===== src/rtl/spart_pkg.sv =====
// Shared SPART definitions: I/O register map, baud-generator state encoding
// and the power-on divisor.
package spart_pkg;

  localparam logic [1:0] ADDR_TXRX   = 2'b00;
  localparam logic [1:0] ADDR_STATUS = 2'b01;
  localparam logic [1:0] ADDR_DB_LO  = 2'b10;
  localparam logic [1:0] ADDR_DB_HI  = 2'b11;

  typedef enum logic [1:0] {
    IDLE  = 2'd0,
    ARMED = 2'd1,
    RUN   = 2'd2
  } brg_state_e;

  // 50 MHz clock, 19200 baud, x16 oversampling
  localparam logic [15:0] DEFAULT_DIVISOR = 16'd162;

endpackage


===== src/rtl/brg_downcounter.sv =====
// Loadable down-counter for the baud generator; saturates at zero and flags it.
module brg_downcounter #(
  parameter int           W           = 16,
  parameter logic [W-1:0] RESET_VALUE = '0
) (
  input  logic         clk,
  input  logic         rst_n,
  input  logic         load,
  input  logic         en,
  input  logic [W-1:0] load_value,
  output logic         zero
);

  logic [W-1:0] count;

  always_ff @(posedge clk) begin
    if (!rst_n) begin
      count <= RESET_VALUE;
    end else if (load) begin
      count <= load_value;
    end else if (en && (count != '0)) begin
      count <= count - 1'b1;
    end
  end

  assign zero = (count == '0);

endmodule


===== src/rtl/spart_baud_gen.sv =====
// SPART baud-rate generator: byte-wise divisor programming and a one-cycle
// brg_en tick every divisor+1 clocks once a divisor has been committed.
module spart_baud_gen
  import spart_pkg::*;
#(
  parameter int                DATA_W        = 8,
  parameter int                DIV_W         = 16,
  parameter logic [DIV_W-1:0]  RESET_DIVISOR = DEFAULT_DIVISOR,
  parameter bit                AUTO_START    = 1'b0
) (
  input  logic              clk,
  input  logic              rst_n,
  input  logic              iocs,
  input  logic              iorw,
  input  logic [1:0]        ioaddr,
  input  logic [DATA_W-1:0] databus_in,
  output logic              brg_en,
  output logic              running,
  output logic [DIV_W-1:0]  divisor
);

  brg_state_e        state;
  brg_state_e        state_next;
  logic [DATA_W-1:0] staged_low;
  logic [DIV_W-1:0]  new_div;
  logic [DIV_W-1:0]  load_value;
  logic              wr_lo;
  logic              wr_hi;
  logic              cnt_load;
  logic              cnt_zero;

  assign wr_lo   = iocs && !iorw && (ioaddr == ADDR_DB_LO);
  assign wr_hi   = iocs && !iorw && (ioaddr == ADDR_DB_HI);
  assign new_div = {databus_in, staged_low};
  assign running = (state == RUN);

  // A high-byte write is the commit: it reloads the counter and wins over reload-at-zero.
  assign cnt_load   = wr_hi || (running && cnt_zero);
  assign load_value = wr_hi ? new_div : divisor;

  always_comb begin
    state_next = state;
    unique case (state)
      IDLE: begin
        if (wr_hi)      state_next = RUN;
        else if (wr_lo) state_next = ARMED;
      end
      ARMED: begin
        if (wr_hi) state_next = RUN;
      end
      RUN:     state_next = RUN;
      default: state_next = IDLE;
    endcase
  end

  always_ff @(posedge clk) begin
    if (!rst_n) begin
      if (AUTO_START) state <= RUN;
      else            state <= IDLE;
      divisor    <= RESET_DIVISOR;
      staged_low <= '0;
      brg_en     <= 1'b0;
    end else begin
      state  <= state_next;
      brg_en <= running && cnt_zero && !wr_hi;
      if (wr_lo) staged_low <= databus_in;
      if (wr_hi) divisor    <= new_div;
    end
  end

  brg_downcounter #(
    .W           (DIV_W),
    .RESET_VALUE (RESET_DIVISOR)
  ) u_counter (
    .clk        (clk),
    .rst_n      (rst_n),
    .load       (cnt_load),
    .en         (running),
    .load_value (load_value),
    .zero       (cnt_zero)
  );

endmodule

===== config.mk =====
export PLATFORM = sky130hd
export DESIGN_NAME = spart_baud_gen
export DESIGN_NICKNAME = d
export VERILOG_FILES = /design/src/rtl/spart_pkg.sv /design/src/rtl/brg_downcounter.sv /design/src/rtl/spart_baud_gen.sv
export SDC_FILE = /design/constraint.sdc
export NUM_CORES = 1
export LEC_CHECK = 0
export CELL_PAD_IN_SITES_DETAIL_PLACEMENT = 2
export CELL_PAD_IN_SITES_GLOBAL_PLACEMENT = 2
export CORE_MARGIN = 5
export CORE_UTILIZATION = 30
export CTS_CLUSTER_SIZE = 10
export DETAILED_ROUTE_END_ITERATION = 12
export PLACE_DENSITY = 0.72
export SLEW_MARGIN = 20
export SYNTH_ARGS = -nofsm -noshare
export SYNTH_HDL_FRONTEND = slang
export SYNTH_HIERARCHICAL = 1
export SYNTH_SLANG_ARGS = --single-unit

===== constraint.sdc =====
create_clock -name clk -period 2.5 [get_ports clk]
set_clock_uncertainty 0.05 [all_clocks]
set_input_delay 0.75 -clock clk [delete_from_list [all_inputs] [get_ports clk]]
set_output_delay 0.75 -clock clk [all_outputs]
set_load 0.05 [all_outputs]

==> results of run 1 <==
[cells in the final DEF (no fill, tap or decap), types with 7 or more instances in the layout]
master,count
clkdlybuf4s50_1,30
a21oi_1,13
nand2_1,21
nor2_1,7
mux2_4,10
buf_4,19
dfxtp_1,43
o21ai_0,20
inv_1,8
and2_1,11
[cell usage after synthesis, drive strengths merged (2+ instances only)]
cell type	count	area, um2
nand2	21	78.83
a31oi	6	37.54
or4	7	60.06
nor4b	3	32.53
dfxtp	43	860.8
o31ai	2	15.01
a311oi	3	26.28
nor3b	3	22.52
ha	5	62.56
or3	3	18.77
mux2	16	217.7
a21oi	13	65.06
nand3b	3	22.52
nand3	4	20.02
buf	3	36.28
o21ai	21	105.1
a211oi	3	22.52
and2	13	86.34
o41ai	4	42.55
nor4	5	73.82
nand2b	3	18.77
inv	9	33.78
a21o	2	15.01
nor2	7	26.28
o211ai	2	15.01
or2	4	25.02
clkbuf	10	37.54
o311ai	2	17.52
nor2b	3	18.77
[flip-flops by register name (all words and copies together) (netlist names)]
register	count
state	2
u_counter/count	16
brg_en	1
divisor	16
staged_low	8
[cell type report]
type / instances / area [um2]
Clock buffer: 6 / 72.57
Clock inverter: 2 / 60.06
Fill cell: 797 / 4333
Inverter: 9 / 33.78
Multi-Input combinational cell: 172 / 1266
Sequential cell: 43 / 860.8
Tap cell: 99 / 123.9
Timing Repair Buffer: 52 / 503.0
[routing by layer]
metal  routed length [um]  GRT usage
met1                 3279     0.2135
met2                 3345     0.2662
met3                  247    0.03597
met4                  115    0.04439
met5                    0          0
[stage by stage]
step,area (um2),setup TNS [ns],utilization,hold slack [ns]
after floorplan,2235,0,-,0.4013
after global placement,2788,-0.01354,0.3843,0.4173
after detailed placement,2788,-0.1745,0.3843,0.4323
after CTS,2920,0,0.4026,0.4449
after global routing,2920,0,0.4026,0.4658
final,2920,0,0.4026,0.4403
[power groups by stage]
stage                     Clock [mW]  Sequential (mW)  Combinational [mW]
after floorplan                    0            0.747              0.0885
after global placement             0            0.733               0.180
after detailed placement           0            0.734               0.183
after CTS                      0.681            0.718               0.185
after global routing           0.714            0.721               0.198
final                          0.663            0.718               0.183
[logic make-up (layout without fill, tap and decap cells)]
| kind of cell | Yosys count | count (layout) | synth area share |
|---|---|---|---|
| flops | 43 | 43 | 0.3852 |
| compound gates | 67 | 67 | 0.1982 |
| buf+inv | 22 | 69 | 0.04815 |
| fa+ha+maj | 5 | 5 | 0.02800 |
| simple gates | 84 | 84 | 0.2430 |
| mux | 16 | 16 | 0.09742 |
[worst max-delay path by stage]
stage                               end           startpoint  cells after the start  slack (ns)
CTS                  u_counter/count[5]  u_counter/count[15]                      9        0.17
finish                       divisor[6]           divisor[6]                      1        0.18
floorplan           u_counter/count[13]             state[0]                      7        0.13
global placement     u_counter/count[5]                 iorw                      8       -0.01
detailed placement   u_counter/count[5]                 iorw                      8       -0.05
global route         u_counter/count[5]   u_counter/count[0]                     11        0.04
==> flow_summary.yaml, run 1 <==
status:
  status: "finished, final reports clean"
power_and_ir_drop:
  power_density_nw_per_um2: 535.4
  p_leak_nw: 1.097
  switching_share: 0.2406
  intPower_mw: 1.187
  total_power_mw: 1.563
  power_frac_comb: 0.117
  peakVddDrop_mv: 0.3174
  clockPowerShare: 0.424
  p_switching_uw: 376.2
  seqPwrFrac: 0.459
clocking:
  cts_resized: 0
  cts-htree-levels: 2
  clock_tree.buffer_depth: 2
  clk_pin_slew_ns: 0.10
  insertion_delay_ns: 0.31
  numCtsBuffers: 5
  postCtsHoldBufs: 0
  tritoncts: "done"
  clock-sinks: 43
  cts_setup_buffers: 0
  cts-root-buf: "clkbuf_8"
route:
  ant_nets: 0
  vias: 2012
  routed_wl_um: 6988
  vias_per_cell: 5.253
  routedWlPerCell_um: 18.25
  drc: 0
  dr.pass1.iters: 4
  drtIter0Drc: 69
sta:
  drv_slew: 0
  setup_slack_ns: 0.1794
  final_hold_viol_count: 0
  layout_min_cycle_time_ns: 2.321
  worst_pin_slew_ns: 0.5047
  setup_violations: 0
  period_share: 0.9282
  grt_setup_unrepaired: "no"
  max_freq_ghz: 0.4309
  slew_headroom: 0.6624
global_route:
  grt-ovfl-total: 0
  grt_usage: 0.1622
  grt_pass1_wl_um: 11450
  grt_pass1_vias: 2190
  grt_start_max_net_pins: 33
  grt_antenna_before_repair: 0
min_path:
  worstHoldEndpoint: "staged_low[7]"
  min_path_cells: 2
  hold_start: "staged_low[7]"
  hold_path.class: "reg2reg"
worst_setup_path:
  crit_slowest_cell: "clkdlybuf4s50_1"
  critPathKind: "reg2out"
  crit_chain: "clkdlybuf4s50_1"
  r2r_cells: 9
  critPathMaxStageDelay_ns: 0.82
  rr_startpoint: "u_counter/count[15]"
  startpoint_type: "register"
  r2r_slack_ns: 0.23
  r2r_end: "u_counter/count[5]"
  cp.arrival_ns: 1.52
  cp_top_family: "buffers and inverters"
  crit_required_ns: 1.70
  cp-end-kind: "output pin"
  cp_num_buf_inv: 1
  cp_max_fo: 2
floorplan:
  die-height_um: 96.31
  placementRows: 31
  core_um2: 7253
  die-area_um2: 9275
  ios: 32
  start_util: 0.3081
  die_x_um: 96.31
place:
  pre_cts_ws_ns: -0.05430
  dp.cells: 375
  place_congestion: 0.7430
  portBuffers: 31
  place_hpwl_um: 5218
layout:
  fin_cells: 383
  area_growth_syn_to_layout_pct: 30.68
  nets: 302
  final_layout_size_suffix_gt1_frac: 0.2183
  antennaDiodeCount: 0
synthesis:
  ys_warn_count: 6
  synth-seq-area-share: 0.3852
  synth_ff_type: "dfxtp_1"
  ys_async_sr_fraction: 0
  syn-cell-area_um2: 2235
  synth_edf_count: 0
  ys_seq_elements: 43
  ys_types: 55
  avgSynthCellArea_um2: 9.429
  syn_inst: 237
  synth_nets: 256
run:
  maxCapViolCount: 0
(Power assumes the default switching activity.)
==> inputs of run 2 (changes only) <==
--- a/config.mk
+++ b/config.mk
@@ -8,10 +8,10 @@
 export CELL_PAD_IN_SITES_DETAIL_PLACEMENT = 2
 export CELL_PAD_IN_SITES_GLOBAL_PLACEMENT = 2
 export CORE_MARGIN = 5
-export CORE_UTILIZATION = 30
+export CORE_UTILIZATION = 36
 export CTS_CLUSTER_SIZE = 10
 export DETAILED_ROUTE_END_ITERATION = 12
-export PLACE_DENSITY = 0.72
+export PLACE_DENSITY = 0.81
 export SLEW_MARGIN = 20
 export SYNTH_ARGS = -nofsm -noshare
 export SYNTH_HDL_FRONTEND = slang
==> constraint.sdc (replaced) <==
create_clock -name clk -period 2.89 [get_ports clk]
set_clock_uncertainty 0.05 [all_clocks]
set_input_delay 0.867 -clock clk [delete_from_list [all_inputs] [get_ports clk]]
set_output_delay 0.867 -clock clk [all_outputs]
set_load 0.05 [all_outputs]
==> run 2 against run 1 <==
  * Critical path depth rose by 7
  * Worst hold slack improved by 0.028 ns
  * Register-to-register slack improved by 0.29 ns
  * Combinational power fell by 15%
  * Via count barely moved
  * Die area fell by 15%
  * Setup slack improved by 0.18 ns
  * First-iteration DRC count rose by 22%
  * Global-route usage rose by 4.9 points
  * Total power fell by 18%
  * Critical endpoint is now u_counter/count[11]
  * Largest power group unchanged
==> flow_summary.yaml, run 2 (synthesized netlist as in run 1, its figures left out) <==
clocking:
  cts_setup_buffers: 0
  insertion_delay_ns: 0.30
  clk_pin_slew_ns: 0.09
  cts-root-buf: "clkbuf_8"
  cts_resized: 0
  tritoncts: "done"
  clock_tree.buffer_depth: 2
  clock-sinks: 43
  numCtsBuffers: 5
  postCtsHoldBufs: 0
  cts-htree-levels: 2
global_route:
  grt_start_max_net_pins: 20
  grt_usage: 0.2111
  grt_pass1_wl_um: 12500
  grt_pass1_vias: 2270
  grt_antenna_before_repair: 0
  grt-ovfl-total: 0
min_path:
  min_path_cells: 2
  hold_start: "staged_low[5]"
  hold_path.class: "reg2reg"
layout:
  multiInputGateArea_um2: 1266
  final_util: 0.4670
  area_growth_syn_to_layout_pct: 25.20
  layout_commonest_cell: "dfxtp_1"
  fill_cells: 633
  antennaDiodeCount: 0
  nets: 295
  regArea_um2: 860.8
  final_layout_size_suffix_gt1_frac: 0.2022
  mostFrequentLayoutCells: "dfxtp_1, clkdlybuf4s50_1, nand2_1"
  top_regs: "divisor (16), u_counter/count (16), staged_low (8)"
worst_setup_path:
  critPathMaxStageDelay_ns: 0.51
  rr_startpoint: "u_counter/count[12]"
  cp.arrival_ns: 2.66
  cp-end-kind: "register"
  crit_path_start: "iocs"
  r2r_cells: 9
  startpoint_type: "input port"
  cp_top_family: "buffers and inverters"
  cp_num_buf_inv: 4
  cp_max_fo: 19
  critPathKind: "in2reg"
  crit_required_ns: 3.02
  crit_chain: "clkdlybuf4s50_1 -> nand4b_1 -> buf_12 -> nand2_1 -> inv_1 -> buf_4 -> o21ai_0 -> a211oi_1"
  crit_slowest_cell: "clkdlybuf4s50_1"
  cp.depth: 8
floorplan:
  start_util: 0.3730
  placementRows: 28
  die_x_um: 88.79
  ios: 32
  die-area_um2: 7883
  core_um2: 5991
  die-height_um: 88.79
sta:
  worst_hold_slack_ns: 0.4683
  drv_slew: 0
  period_share: 0.8742
  layout_min_cycle_time_ns: 2.526
  max_freq_ghz: 0.3958
  setup_slack_ns: 0.3637
  setup_violations: 0
  grt_setup_unrepaired: "no"
  slew_headroom: 0.6487
  tns_ns: 0
  worst_pin_slew_ns: 0.5253
  final_hold_viol_count: 0
route:
  vias_per_cell: 5.710
  dr.pass1.iters: 4
  vias: 2010
  drtIter0Drc: 84
  ant_nets: 0
  routedWlPerCell_um: 21.78
  routed_wl_um: 7666
  drc: 0
place:
  portBuffers: 31
  pre_cts_ws_ns: 0.1578
  place_hpwl_um: 5570
  place_congestion: 0.7516
power_and_ir_drop:
  p_leak_nw: 1.051
  peakVddDrop_mv: 0.1910
  power_density_nw_per_um2: 459.4
status:
  status: "finished, final reports clean"
run:
  maxCapViolCount: 0
[run 2: per-stage QoR]
| stage | instance area (um2) | cells | power (mW) |
|---|---|---|---|
| CTS | 2798 | 352 | 1.290 |
| floorplan | 2235 | 237 | 0.7227 |
| global route | 2798 | 352 | 1.330 |
| global placement | 2680 | 344 | 0.7841 |
| detailed placement | 2680 | 344 | 0.7908 |
| finish | 2798 | 352 | 1.285 |
[run 2: final timing paths]
check / endpoint / slack [ns]
max: u_counter/count[11] / 0.36
min: staged_low[5] / 0.47
max reg2reg: u_counter/count[11] / 0.52
min reg2reg: staged_low[5] / 0.47
[run 2: worst register-to-register path: stages (launching register included)]
cell,delay [ns]
dfxtp_1,0.39
nor4_1,0.43
nand4_1,0.22
inv_2,0.14
nand2_1,0.12
nand2_1,0.22
inv_1,0.10
buf_4,0.18
o21ai_0,0.33
a211oi_1,0.08
[run 2: power by group]
| group | switching (mW) | internal (mW) | total (mW) |
|---|---|---|---|
| registers | 0.0176 | 0.607 | 0.624 |
| logic | 0.0860 | 0.0699 | 0.156 |
| clock network | 0.225 | 0.280 | 0.505 |
| total | 0.328 | 0.957 | 1.29 |
[run 2: per-layer routing]
layer	part of all wire	vias to the layer above	global-route usage
li1	-	949	-
met2	0.50	40	0.3650
met1	0.45	1009	0.2627
met5	0	-	0
met3	0.023	12	0.03073
met4	0.025	0	0.08242
[run 2: area by class of cell]
type                            count  share of cell area
Multi-Input combinational cell    172              0.4526
Sequential cell                    43              0.3077
Timing Repair Buffer               45              0.1521
Tap cell                           75             0.03354
Clock buffer                        6             0.02952
Clock inverter                      2             0.01252
Inverter                            9             0.01208
==> variant 1: new RTL, settings of run 1 <==
Remove the register `brg_en`: a continuous assignment takes its place, so the output `brg_en` follows one clock earlier.
--- a/src/rtl/spart_baud_gen.sv
+++ b/src/rtl/spart_baud_gen.sv
@@ -60,12 +60,12 @@
       divisor    <= RESET_DIVISOR;
       staged_low <= '0;
-      brg_en     <= 1'b0;
     end else begin
       state  <= state_next;
-      brg_en <= running && cnt_zero && !wr_hi;
       if (wr_lo) staged_low <= databus_in;
       if (wr_hi) divisor    <= new_div;
     end
   end
+
+  assign brg_en = running && cnt_zero && !wr_hi;
 
   brg_downcounter #(
Function: changed (Yosys sat finds a counterexample within 4 cycles, from zero or initial values and one cycle with rst_n low).
==> variant 1 against run 1 <==
  * The run now ends with setup timing left
  * Final area up 5.8%
  * Sequential power down 2%
  * Power decreased by 5.4%
  * Worst setup slack got worse by 0.21 ns
  * Sequential share of layout area down 2.1 points
  * Synthesized area decreased by 1.1%
  * Wire length grew 19%
  * Sequential cell count down 1
  * Register-to-register slack worse by 0.24 ns
  * Largest power group unchanged
==> variant 1: results (changes against run 1) <==
status: "finished, violations left"
failed_checks: "setup timing"
dr_wl_met2_mm: 4.33  # +29%
routedWlPerCell_um: 20.7  # +14%
finish_stage_setup_viols: 2  # +2
synth_compound_gate_area_share_pct: 20.0  # +0.22 points
num_vias: 2113  # +5.0%
adder_cell_share_of_the_synthesized_area_pct: 2.83  # +0.032 points
min_from: "staged_low[5]"
share_of_synthesized_area_occupied_by_flip_flops_and_latches_pct: 38.1  # -0.47 points
ir_worst_vdd_uv: 271  # -14%
worst_setup_path_startpoint: "u_counter/count[1]"
yosys-mux-area-fraction_pct: 9.68  # -0.060 points
grt_use_met1_pct: 22.1  # +0.73 points
synth_seq_cells: 42  # -2.3%
clkSlewWorstSetupHoldPaths_ns: 0.08  # -0.02 ns
final_layout_size_suffix_gt1_share_pct: 31.0  # +9.2 points
timing.setup.tns_ns: -0.0392  # -0.0392 ns
total_leakage_power_uw: 0.00121  # +10%
yosys-top-cells-count: "dfxtp_1, nand2_1, o21ai_0"
non_clock_buffer_count: 73  # +40%
fin_ws_ns: -0.0304  # -0.210 ns
clockNetworkAreaShare_pct: 3.64  # -0.90 points
cp_top_family: "simple AND/OR/NAND/NOR gates"
post_synth_num_cell_types: 56  # +1.8%
timing.critical_path.arrival_ns: 1.73  # +0.21 ns
syn_nets: 255  # -0.39%
grt_pass1_wl_mm: 12.7  # +11%
critical-path-max-stage-delay_ns: 0.34  # -0.48 ns
detail_route.iter0.violations: 58  # -16%
routabilityCongestion: 0.780  # +5.0%
grt_usage_pct: 18.3  # +2.1 points
dp_hpwl_mm: 5.59  # +7.1%
variant 1: path summary, 6_finish.rpt:
path	end	slack (ns)	depth (start not counted)
hold reg to reg	staged_low[5]	0.44	2
setup reg to reg	u_counter/count[0]	-0.01	13
hold / removal	staged_low[5]	0.44	2
setup / recovery	brg_en	-0.03	8
variant 1: power groups by stage:
stage	logic, uW	clock network, uW	registers, uW
after floorplan	87.9	0	731
after global placement	186	0	715
after detailed placement	191	0	717
after CTS	195	582	702
after global routing	222	614	707
final	205	569	704
variant 1: per-stage QoR:
step	instances	area (um2)	setup WS [ns]	hold WS, ns
final	402	3090	-0.0304	0.436
after CTS	400	3030	0.00339	0.439
after floorplan	236	2220	0.0894	0.401
after detailed placement	383	2810	-0.278	0.424
after global placement	383	2810	-0.140	0.411
after global routing	402	3090	-0.120	0.458
variant 1: repair_timing:
action,CTS,global route
pin swaps,3,4
resized for setup,12,10
endpoints found under the setup margin,2,4
setup buffers,10,3
hold buffers,0,0
==> variant 2: new RTL, config.mk and constraints of run 1 <==
Without the edit above. Change the parameter `AUTO_START` from 1'b0 to 1'b1.
--- a/src/rtl/spart_baud_gen.sv
+++ b/src/rtl/spart_baud_gen.sv
@@ -7,5 +7,5 @@
   parameter int                DIV_W         = 16,
   parameter logic [DIV_W-1:0]  RESET_DIVISOR = DEFAULT_DIVISOR,
-  parameter bit                AUTO_START    = 1'b0
+  parameter bit                AUTO_START    = 1'b1
 ) (
   input  logic              clk,
Behaviour: not the same (Yosys sat finds a counterexample within 4 cycles, from zero or initial values and one cycle with rst_n low).
==> variant 2 against run 1 <==
  * Wire length decreased by 0.11%
  * Fmax fell by 0.35%
  * Final area shrank 1.2%
  * Non-clock buffer count rose by 6
  * Hold slack improved by 0.0061 ns
  * Core utilization down 0.29 points
  * Register-to-register slack lost 0.06 ns
  * Worst setup slack got worse by 0.0081 ns
  * First-iteration DRC count shrank 1.4%
  * Sequential cell count unchanged
  * Synthesized cell count down 3.8%
  * Synthesized area down 1.1%
Power is not compared: it rests on default switching activity, and its combinational part moved more than twofold at a synthesized area within 25%.
==> variant 2: results (changes against run 1) <==
status: "finished clean"
path_max_fanout: 10  # +8
hold_path.class: "flop to flop"
final_layout_size_suffix_gt1_share_pct: 23.1  # +1.3 points
dominantRegCellSynth: "dfxtp_1"
critPathSlowestCell: "dfxtp_1"
place_inst: 374  # -0.27%
grt_pass1_wl_mm: 11.4  # -0.55%
yosys.area_share.xor_xnor_pct: 0  # unchanged
grt_pass1_vias: 2161  # -1.3%
max-slew-margin-rel_pct: 64.4  # -1.8 points
num-nets-final: 301  # -0.33%
yosysTopAreaCellShare_pct: 38.9  # +0.41 points
drcViolationCount: 0  # unchanged
timing.critical_path.arrival_ns: 2.45  # +0.93 ns
yosys-mux-area-fraction_pct: 13.3  # +3.6 points
number_of_antenna_violations_at_the_first_check_in_global_routing: 0  # unchanged
grt_max_degree: 20  # -39%
post_synth_main_area_contributors: "dfxtp_1, mux2_4, mux2i_1"
adder_cell_share_of_the_synthesized_area_pct: 2.83  # +0.030 points
synth_compound_gate_area_share_pct: 15.8  # -4.0 points
groute.layer.met2.usage_pct: 26.4  # -0.22 points
routabilityCongestion: 0.773  # +4.0%
detail_route.wirelength.met1_mm: 3.51  # +6.9%
num_vias: 1964  # -2.4%
worstSkewPairLatency_ns: 0.29  # -0.02 ns
post-place-ws_ns: -0.176  # -0.121 ns
post-cts-setup-buffer-count: 0  # unchanged
dr_wl_met2_mm: 3.21  # -4.1%
io_buffers: 31  # unchanged
post_synth_num_cell_types: 56  # +1.8%
detail_route.iter0.violations: 68  # -1.4%
clkSlewWorstSetupHoldPaths_ns: 0.08  # -0.02 ns
share_of_synthesized_area_occupied_by_flip_flops_and_latches_pct: 38.9  # +0.41 points
maxUsedRoutingLayer: "met4"
yosys-top-cells-count: "dfxtp_1, nor2_1, nand2_1"
cts_max_level: 2  # unchanged
drt-pass1-iter-count: 4  # unchanged
clockRootBuffer: "clkbuf_8"
route.final.wire_length_mm: 6.98  # -0.11%
netlist_instances: 228  # -3.8%
grt_use_met1_pct: 22.1  # +0.73 points
grt_usage_pct: 16.3  # +0.076 points
syn_nets: 247  # -3.5%
wl_met3_um: 174  # -30%
cts_inserted_buffers: 5  # unchanged
dp_hpwl_mm: 5.36  # +2.6%
cts_buffer_depth: 2  # unchanged
routedWlPerCell_um: 18.4  # +0.67%
dpl_cell_area_um2: 2800  # +0.54%
critical-path-max-stage-delay_ns: 0.33  # -0.49 ns
grt_util_met3_pct: 3.13  # -0.47 points
total_leakage_power_uw: 0.00111
cts.repair.resized: 0  # unchanged
num_antenna_cells: 0  # unchanged
synthArstFlopShare_pct: 0  # unchanged
yosys_warnings: 6  # unchanged
variant 2: cell count changes after synthesis, moves of 7 or more:
cell and delta:
a21oi_1 -9, mux2i_1 +8, nand2_1 -7, nor2_1 +11
o21ai_0 -8
variant 2: power by group:
part,switching (uW),internal [uW]
Combinational,292,261
Sequential,69.7,741
Clock,237,187
variant 2: critical path: cells and delay by family, from the launching register on:
family,cells,cell delay (ns)
compound gates,2,0.25
fa+ha+maj,1,0.24
buf+inv,5,0.64
flops,1,0.33
simple gates,4,0.70
variant 2: worst paths after layout:
check             cells after the start                  to          startpoint  slack (ns)
setup reg to reg                     12  u_counter/count[6]  u_counter/count[0]        0.17
hold / removal                        2       staged_low[1]       staged_low[1]        0.45
setup / recovery                     12  u_counter/count[6]  u_counter/count[0]        0.17
hold reg to reg                       2       staged_low[1]       staged_low[1]        0.45
variant 2: area by class of cell:
class	count	area, um2
fillers	811	4330
multi-input cells	165	1260
flip-flops and latches	43	861
repair buffers	58	536
well taps	99	124
clock buffers	6	72.6
inverters	9	33.8
